--- src/rtl/sm_ctrl_pkg.sv ---
// Shared definitions for the control-FSM sequencer: observed codes, controller
// state encoding and the per-step drive/park/expect table.
package sm_ctrl_pkg;

  localparam logic [2:0] OBS_IDLE = 3'b000;
  localparam logic [2:0] OBS_S1   = 3'b100;
  localparam logic [2:0] OBS_S2   = 3'b010;
  localparam logic [2:0] OBS_ERR  = 3'b111;

  typedef enum logic [2:0] {
    C_IDLE    = 3'd0,
    C_DRIVE   = 3'd1,
    C_CHECK   = 3'd2,
    C_RECOVER = 3'd3,
    C_RCHK    = 3'd4
  } cstate_t;

  // drive/park are {i1,i2}
  typedef struct packed {
    logic [1:0] drive;
    logic [1:0] park;
    logic [2:0] exp_obs;
  } step_t;

  function automatic step_t step_info(input logic [1:0] idx);
    step_t s;
    case (idx)
      2'd0:    s = '{drive: 2'b11, park: 2'b00, exp_obs: OBS_S1};
      2'd1:    s = '{drive: 2'b11, park: 2'b01, exp_obs: OBS_S2};
      2'd2:    s = '{drive: 2'b10, park: 2'b00, exp_obs: OBS_IDLE};
      default: s = '0;
    endcase
    return s;
  endfunction

endpackage

--- src/rtl/sm_seq_ctrl_if.sv ---
// Host/FSM-side bundle of the sequencer: run request, status and the FSM
// observe/drive pair.
interface sm_seq_ctrl_if #(
  parameter int CNT_W = 8
);
  logic             start;
  logic [CNT_W-1:0] loops;
  logic             force_err;
  logic [2:0]       obs;
  logic             i1;
  logic             i2;
  logic             busy;
  logic             done;
  logic             fail;
  logic [CNT_W-1:0] loops_done;
  logic [3:0]       retries;

  modport master (
    output start, loops, force_err, obs,
    input  i1, i2, busy, done, fail, loops_done, retries
  );

  modport slave (
    input  start, loops, force_err, obs,
    output i1, i2, busy, done, fail, loops_done, retries
  );
endinterface

--- src/rtl/sm_seq_ctrl.sv ---
// Walks the control FSM through IDLE->S1->S2->IDLE loops, checks its registered
// outputs after every step and recovers from ERROR a bounded number of times.
module sm_seq_ctrl
  import sm_ctrl_pkg::*;
#(
  parameter int CNT_W     = 8,
  parameter int MAX_RETRY = 2
) (
  input logic          clk,
  input logic          nrst,
  sm_seq_ctrl_if.slave bus
);

  cstate_t          state, state_d;
  logic [1:0]       step, step_d;
  logic [1:0]       drv, drv_d;
  logic             busy, busy_d, done, done_d, fail, fail_d;
  logic [CNT_W-1:0] loops_q, loops_d, ld, ld_d;
  logic [3:0]       rt, rt_d;
  step_t            cur;
  logic             match, can_retry, last_loop;

  assign cur       = step_info(step);
  assign match     = (bus.obs == cur.exp_obs);
  assign can_retry = (bus.obs == OBS_ERR) && (rt < 4'(MAX_RETRY));
  assign last_loop = (step == 2'd2) && (CNT_W'(ld + 1'b1) == loops_q);

  always_ff @(posedge clk or negedge nrst) begin
    if (!nrst) state <= C_IDLE;
    else       state <= state_d;
  end

  always_comb begin
    state_d = state;
    case (state)
      C_IDLE:    if (bus.start) state_d = C_DRIVE;
      C_DRIVE:   state_d = (loops_q == '0) ? C_IDLE : C_CHECK;
      C_CHECK: begin
        if (!match)         state_d = can_retry ? C_RECOVER : C_IDLE;
        else if (last_loop) state_d = C_IDLE;
        else                state_d = C_DRIVE;
      end
      C_RECOVER: state_d = C_RCHK;
      C_RCHK:    state_d = (bus.obs == OBS_IDLE) ? C_DRIVE : C_IDLE;
      default:   state_d = C_IDLE;
    endcase
  end

  // Next values of the registered outputs; drv_d defaults to the (0,0) park.
  always_comb begin
    drv_d   = 2'b00;
    busy_d  = busy;
    done_d  = 1'b0;
    fail_d  = fail;
    step_d  = step;
    ld_d    = ld;
    rt_d    = rt;
    loops_d = loops_q;
    case (state)
      C_IDLE: if (bus.start) begin
        busy_d  = 1'b1;
        fail_d  = 1'b0;
        ld_d    = '0;
        rt_d    = '0;
        step_d  = 2'd0;
        loops_d = bus.loops;
        // a forced run substitutes (1,0) on its very first drive only
        if (bus.loops != '0) drv_d = bus.force_err ? 2'b10 : step_info(2'd0).drive;
      end
      C_DRIVE: begin
        if (loops_q == '0) begin
          busy_d = 1'b0;
          done_d = 1'b1;
        end else begin
          drv_d = cur.park;
        end
      end
      C_CHECK: begin
        if (match) begin
          if (step == 2'd2) ld_d = ld + 1'b1;
          if (last_loop) begin
            busy_d = 1'b0;
            done_d = 1'b1;
          end else begin
            step_d = (step == 2'd2) ? 2'd0 : step + 2'd1;
            drv_d  = step_info(step_d).drive;
          end
        end else if (can_retry) begin
          rt_d   = rt + 4'd1;
          step_d = 2'd0;
        end else begin
          busy_d = 1'b0;
          done_d = 1'b1;
          fail_d = 1'b1;
        end
      end
      C_RECOVER: drv_d = 2'b00;
      C_RCHK: begin
        if (bus.obs == OBS_IDLE) begin
          drv_d = step_info(2'd0).drive;
        end else begin
          busy_d = 1'b0;
          done_d = 1'b1;
          fail_d = 1'b1;
        end
      end
      default: ;
    endcase
  end

  always_ff @(posedge clk or negedge nrst) begin
    if (!nrst) begin
      drv     <= 2'b00;
      busy    <= 1'b0;
      done    <= 1'b0;
      fail    <= 1'b0;
      step    <= 2'd0;
      ld      <= '0;
      rt      <= '0;
      loops_q <= '0;
    end else begin
      drv     <= drv_d;
      busy    <= busy_d;
      done    <= done_d;
      fail    <= fail_d;
      step    <= step_d;
      ld      <= ld_d;
      rt      <= rt_d;
      loops_q <= loops_d;
    end
  end

  assign bus.i1         = drv[1];
  assign bus.i2         = drv[0];
  assign bus.busy       = busy;
  assign bus.done       = done;
  assign bus.fail       = fail;
  assign bus.loops_done = ld;
  assign bus.retries    = rt;

endmodule

--- src/flat_wrapper.sv ---
// flat-port wrapper written by rule: the top's interface ports become plain ports
module sm_seq_ctrl_flat import sm_ctrl_pkg::*;
#(
  parameter int CNT_W     = 8,
  parameter int MAX_RETRY = 2
)
  (clk, nrst, bus_start, bus_loops, bus_force_err, bus_obs, bus_i1, bus_i2, bus_busy, bus_done, bus_fail, bus_loops_done, bus_retries);
  sm_seq_ctrl_if #(.CNT_W(CNT_W)) bus_i ();
  input logic clk;
  input logic nrst;
  input wire logic [$bits(bus_i.start)-1:0] bus_start;
  input wire logic [$bits(bus_i.loops)-1:0] bus_loops;
  input wire logic [$bits(bus_i.force_err)-1:0] bus_force_err;
  input wire logic [$bits(bus_i.obs)-1:0] bus_obs;
  output wire logic [$bits(bus_i.i1)-1:0] bus_i1;
  output wire logic [$bits(bus_i.i2)-1:0] bus_i2;
  output wire logic [$bits(bus_i.busy)-1:0] bus_busy;
  output wire logic [$bits(bus_i.done)-1:0] bus_done;
  output wire logic [$bits(bus_i.fail)-1:0] bus_fail;
  output wire logic [$bits(bus_i.loops_done)-1:0] bus_loops_done;
  output wire logic [$bits(bus_i.retries)-1:0] bus_retries;
  assign bus_i.start = bus_start;
  assign bus_i.loops = bus_loops;
  assign bus_i.force_err = bus_force_err;
  assign bus_i.obs = bus_obs;
  assign bus_i1 = bus_i.i1;
  assign bus_i2 = bus_i.i2;
  assign bus_busy = bus_i.busy;
  assign bus_done = bus_i.done;
  assign bus_fail = bus_i.fail;
  assign bus_loops_done = bus_i.loops_done;
  assign bus_retries = bus_i.retries;
  sm_seq_ctrl #(.CNT_W(CNT_W), .MAX_RETRY(MAX_RETRY)) u_core (.clk(clk), .nrst(nrst), .bus(bus_i));
endmodule
--- config.mk ---
export PLATFORM = sky130hd
export DESIGN_NAME = sm_seq_ctrl_flat
export DESIGN_NICKNAME = d
export VERILOG_FILES = /design/src/rtl/sm_ctrl_pkg.sv /design/src/rtl/sm_seq_ctrl_if.sv /design/src/rtl/sm_seq_ctrl.sv /design/src/flat_wrapper.sv
export SDC_FILE = /design/constraint.sdc
export NUM_CORES = 1
export LEC_CHECK = 0
export ABC_CLOCK_PERIOD_IN_PS = 1800
export CORE_MARGIN = 4
export CORE_UTILIZATION = 35
export CTS_CLUSTER_DIAMETER = 40
export DETAILED_ROUTE_END_ITERATION = 10
export PLACE_DENSITY = 0.7
export SLEW_MARGIN = 25
export SYNTH_ARGS = -nofsm -noshare
export SYNTH_HDL_FRONTEND = slang
export SYNTH_SLANG_ARGS = --single-unit
--- constraint.sdc ---
create_clock -name clk -period 1.8 [get_ports clk]
set_input_delay 0.36 -clock clk [delete_from_list [all_inputs] [get_ports clk]]
set_output_delay 0.36 -clock clk [all_outputs]
set_load 0.02 [all_outputs]
# Word level (Yosys, flattened, before mapping)
# Cells that the tools add are included.
[totals] in_bits=15 register_bits=30 elab_cells=102 out_inout_bits=17
[classes] mux=49 eq_ne=23 n_addsub=3 reduce_logical=17 order_cmp=1
[op_table] cell="two-way mux 2 bit" count=12
[op_table] cell="two-way mux 8 bit" count=3
[op_table] cell="one-hot mux 7 bit (3 select lines)" count=1
[op_table] cell="two-way mux 1 bit" count=19
[op_table] cell="one-hot mux 8 bit (2 select lines)" count=1
[op_table] cell="one-hot mux 3 bit (5 select lines)" count=1
[op_table] cell="two-way mux 4 bit" count=3
[op_table] cell="one-hot mux 4 bit (3 select lines)" count=1
[op_table] cell="AND reduction 4 bit" count=3
[op_table] cell="adder 8 x 1 -> 8 bit, second input constant" count=1
[op_table] cell="== test 8 bit" count=1
[op_table] cell="zero test 8 bit" count=1
[op_table] cell="!= test 2 x 1 -> 1 bit, second input constant" count=4
[op_table] cell="!= test 2 bit, second input constant" count=4
[op_table] cell="one-hot mux 2 bit (4 select lines)" count=1
[op_table] cell="one-hot mux 4 bit (2 select lines)" count=1
[op_table] cell="nonzero test 8 bit" count=1
[op_table] cell="== test 3 x 2 -> 1 bit, second input constant" count=2
[op_table] cell="== test 3 bit, second input constant" count=2
[op_table] cell="zero test 3 bit" count=2
[op_table] cell="two-way mux 3 bit" count=2
[op_table] cell="!= test 3 bit, second input constant" count=2
[op_table] cell="one-hot mux 1 bit (3 select lines)" count=2
[op_table] cell="AND reduction 6 bit" count=1
[op_table] cell="18 further kinds" count=22

# Depth between registers and ports, before layout
[logic_depth] word_depth=7 depth_mapped=7 mapped_depth_nobuf=7

# Worst setup path before layout
# No wires, ideal clock.
[synth_path] path_type="register to register" start="register u_core.ld[0], in the netlist u_core.bus.loops_done[0]" end="register u_core.busy, in the netlist u_core.bus.busy" period_less_slack_ps=1795 path_stages_with_launch=8 setup_ps=138 required_ps=1662 path_slack_ps=5 t_arrival_ps=1657 n_path_buf=0 cell_sequence="dfrtp_1 > ha_1 > xnor2_1 > nand3_1 > nor3_1 > nand4_2 > o21ai_1 > a311oi_1"
[synth_via] elab_chain_cells=5
[synth_lines] element="start, declared" line_no="sm_seq_ctrl.sv:18" text="logic [CNT_W-1:0] loops_q, loops_d, ld, ld_d;"
[synth_lines] element="start signal, assigned" line_no="sm_seq_ctrl.sv:127" text="ld <= ld_d;"
[synth_lines] element="adder 8 x 1 -> 8 bit" line_no="sm_seq_ctrl.sv:26" text="assign last_loop = (step == 2'd2) && (CNT_W'(ld + 1'b1) == loops_q);"
[synth_lines] element="== test 8 bit" line_no="sm_seq_ctrl.sv:26"
[synth_lines] element="logical AND 1 bit" line_no="sm_seq_ctrl.sv:26"
[synth_lines] element="!= test 3 bit (no line)"
[synth_lines] element="AND reduction 6 bit (no line)"
[synth_lines] element="end signal, assigned" line_no="sm_seq_ctrl.sv:123" text="busy <= busy_d;"
[synth_lines] element="end, declared" line_no="sm_seq_ctrl.sv:17" text="logic busy, busy_d, done, done_d, fail, fail_d;"
# No other way between the ends.
# A chain may end at the register's enable or synchronous reset.

# Final worst setup path
[layout_path] start="register u_core.ld[5], in the netlist u_core.bus.loops_done[5]" end="output port bus_loops_done[5]"
[layout_rtl] element="end, declared" line_no="flat_wrapper.sv:20" text="output wire logic [$bits(bus_i.loops_done)-1:0] bus_loops_done;"
# No word-level cell between the ends.

==> results.json <==
{
  "pwr-share-seq_pct": 36.7,
  "cp.required_ps": 1440,
  "ys_warn_count": 0,
  "finalHoldWorstSlack_ps": 464,
  "ys_ff_latch": 30,
  "p_comb_share_pct": 42.3,
  "outcome": "completed",
  "vias": 1504,
  "dieArea_mm2": 0.00587,
  "fmax_mhz": 568,
  "clockPowerShare_pct": 21.0,
  "die_w_um": 76.6,
  "total_power_mw": 2.66,
  "row_count": 24,
  "ant_nets": 0,
  "cp_top_family": "buffers and inverters",
  "placement.io_buffers": 31,
  "first_global_vias": 1434,
  "grt_usage_pct": 13.9,
  "crit_buf_inv": 2,
  "clock-sinks": 30,
  "nets": 249,
  "syn_nets": 186,
  "power_density_mw_per_mm2": 1100,
  "vdd_drop_max_mv": 0.597,
  "period_share_pct": 97.9,
  "first_pass_iters": 4,
  "synthesis.area_mm2": 0.00165,
  "routed_wl_mm": 4.02,
  "syn_to_final_growth_pct": 46.1,
  "routed-wl-met3_um": 225,
  "worstMarginPinSlew_ps": 381,
  "diodes": 0,
  "dr_wl_met2_mm": 1.89,
  "post-route-drc-count": 0,
  "wl_met1_mm": 1.84,
  "grt_antenna_before_repair": 0,
  "htree_levels": 2,
  "initial_core_util_pct": 37.1,
  "synth-edff-count": 0,
  "yosys_most_used_dff": "dfrtp_1",
  "cts_buffers": 5,
  "hp-class": "in2async",
  "async_flop_share_pct": 100,
  "setup-tns-final_ps": 0,
  "top_layer_used": "met4",
  "start_kind": "register",
  "cp.arrival_ps": 1400,
  "hold_viol": 0,
  "ios": 32,
  "drv_slew": 0,
  "avgRoutedWirePerCell_um": 14.1,
  "die_h_um": 76.6,
  "avgSynthCellArea_um2": 9.76,
  "ctsRootBufferMaster": "clkbuf_8",
  "synth_cells": 169,
  "critPathSlowestCell": "clkdlybuf4s50_1",
  "fillers": 406,
  "cts.path.max_buffers": 2,
  "grt_overflow": 0,
  "period_needed_ps": 1760,
  "clock_skew_ps": 8.89,
  "synth-seq-area-share_pct": 45.5,
  "slowest_delay_ps": 610,
  "drtIter0Drc": 141,
  "worst-setup-path-type": "reg2out",
  "final_cell_mix": "29 x buf_4, 29 x dfrtp_1, 26 x clkdlybuf4s50_1",
  "crit_chain": "buf_4 -> clkdlybuf4s50_1",
  "gp_congestion": 0.864,
  "dpl.hpwl_mm": 3.03,
  "fp.coreArea_mm2": 0.00444,
  "crit_path_end_kind": "primary output",
  "drive_above_1_share_pct": 27.0,
  "cts_tree": "yes",
  "synth_cell_type_count": 45,
  "cts_hold_buf": 0,
  "sw_frac_of_total_pct": 34.6,
  "p_int_mw": 1.74,
  "maxSlewHeadroom_pct": 74.6,
  "grt_max_degree": 31,
  "clk_pin_slew_ps": 70,
  "clk_latency_ps": 280,
  "finalSetupViolations": 0,
  "viasPerCell": 5.28,
  "drv_cap": 0,
  "grt_pass1_wl_mm": 6.58,
  "crit_path_max_fanout": 8,
  "power.leakage_nw": 1.08,
  "power.switching_mw": 0.922
}
worst paths after layout:
check | startpoint | to | slack [ps] | cells after the start
hold reg to reg | u_core.bus.fail | u_core.bus.fail | 520 | 2
setup / recovery | u_core.bus.loops_done[5] | bus_loops_done[5] | 40 | 2
min in group clk | u_core.bus.fail | u_core.bus.fail | 520 | 2
max in group asynchronous | nrst | u_core.bus.loops_done[2] | 1030 | 2
setup reg to reg | u_core.bus.loops_done[1] | u_core.bus.busy | 60 | 6
hold / removal | nrst | u_core.bus.loops_done[7] | 460 | 2
state kept, by name (all words and copies together), names as in the netlist:
register	count
u_core.bus.busy	1
u_core.bus.done	1
u_core.bus.fail	1
u_core.bus.loops_done	8
u_core.bus.retries	4
u_core.drv	2
u_core.loops_q	8
u_core.state	3
u_core.step	2
synth_stat cells (2+ instances only):
library cell  number  area, um^2
nor3_1             4        20.0
mux2_1             2        22.5
a32o_1             2        20.0
a21oi_1            3        15.0
nand3_1           10        50.1
xnor2_1            8        70.1
ha_1               2        25.0
nor2b_1            4        25.0
a311oi_1           2        17.5
nor4_1             3        18.8
nand2_1           12        45.0
nor3b_1            2        15.0
inv_1              4        15.0
buf_2              5        25.0
o22ai_1            2        12.5
xor2_1             6        52.6
o21ai_1            3        15.0
or4_1              3        22.5
nor2_1            19        71.3
o21ai_0           10        50.1
nand2b_1           3        18.8
and2_1             2        12.5
dfrtp_1           30         751
mux2_2             7        78.8
power by group through the flow:
stage	combinational [mW]	sequential (mW)	clock [mW]
6_report	1.13	0.978	0.558
5_1_grt	1.22	1.01	0.601
4_1_cts	1.10	0.976	0.574
3_5_place_dp	1.09	0.987	0
3_3_place_gp	1.08	0.981	0
2_1_floorplan	0.564	1.05	0
metal layers:
layer	GRT usage, %	up-vias
met4	6.16	0
met1	17.7	714
li1	-	736
met5	0	-
met3	4.14	6
met2	21.8	48
area by class of cell:
| class | instances | area (um^2) | share of cell area [%] |
|---|---|---|---|
| multi-input cells | 129 | 923 | 38.3 |
| inverters | 4 | 15.0 | 0.623 |
| clock inverters | 2 | 12.5 | 0.519 |
| repair buffers | 62 | 559 | 23.2 |
| well taps | 52 | 65.1 | 2.70 |
| flip-flops and latches | 30 | 752 | 31.2 |
| clock buffers | 6 | 82.6 | 3.43 |
cells by family after synthesis:
family          Yosys count  synth area share [%]
mux                       9                  6.15
xor+xnor                 14                  7.44
simple gates             71                  22.9
flops                    30                  45.5
compound gates           33                  13.8
buf+inv                  10                  2.65
fa+ha+maj                 2                  1.52
worst reg2reg max path: stages, from the launching register on:
cell	delay [ps]
dfrtp_1	400
buf_6	130
nand3_4	110
or3_4	390
a21oi_2	150
nand4_2	170
a311oi_1	300
per-stage QoR:
stage	utilization, %	setup slack, ps	std cells	area [um^2]
floorplan	-	4.93	169	1650
global placement	50.1	-363	276	2230
detailed placement	50.1	-423	276	2230
CTS	52.4	2.82	284	2330
global route	54.2	-18.4	285	2410
finish	54.2	38.7	285	2410
repair_timing:
item                       CTS  global route
pin swaps                    1             6
setup endpoints to repair   12            18
buffers inserted             0             1
resized for setup            4            16
(Power assumes the default switching activity.)
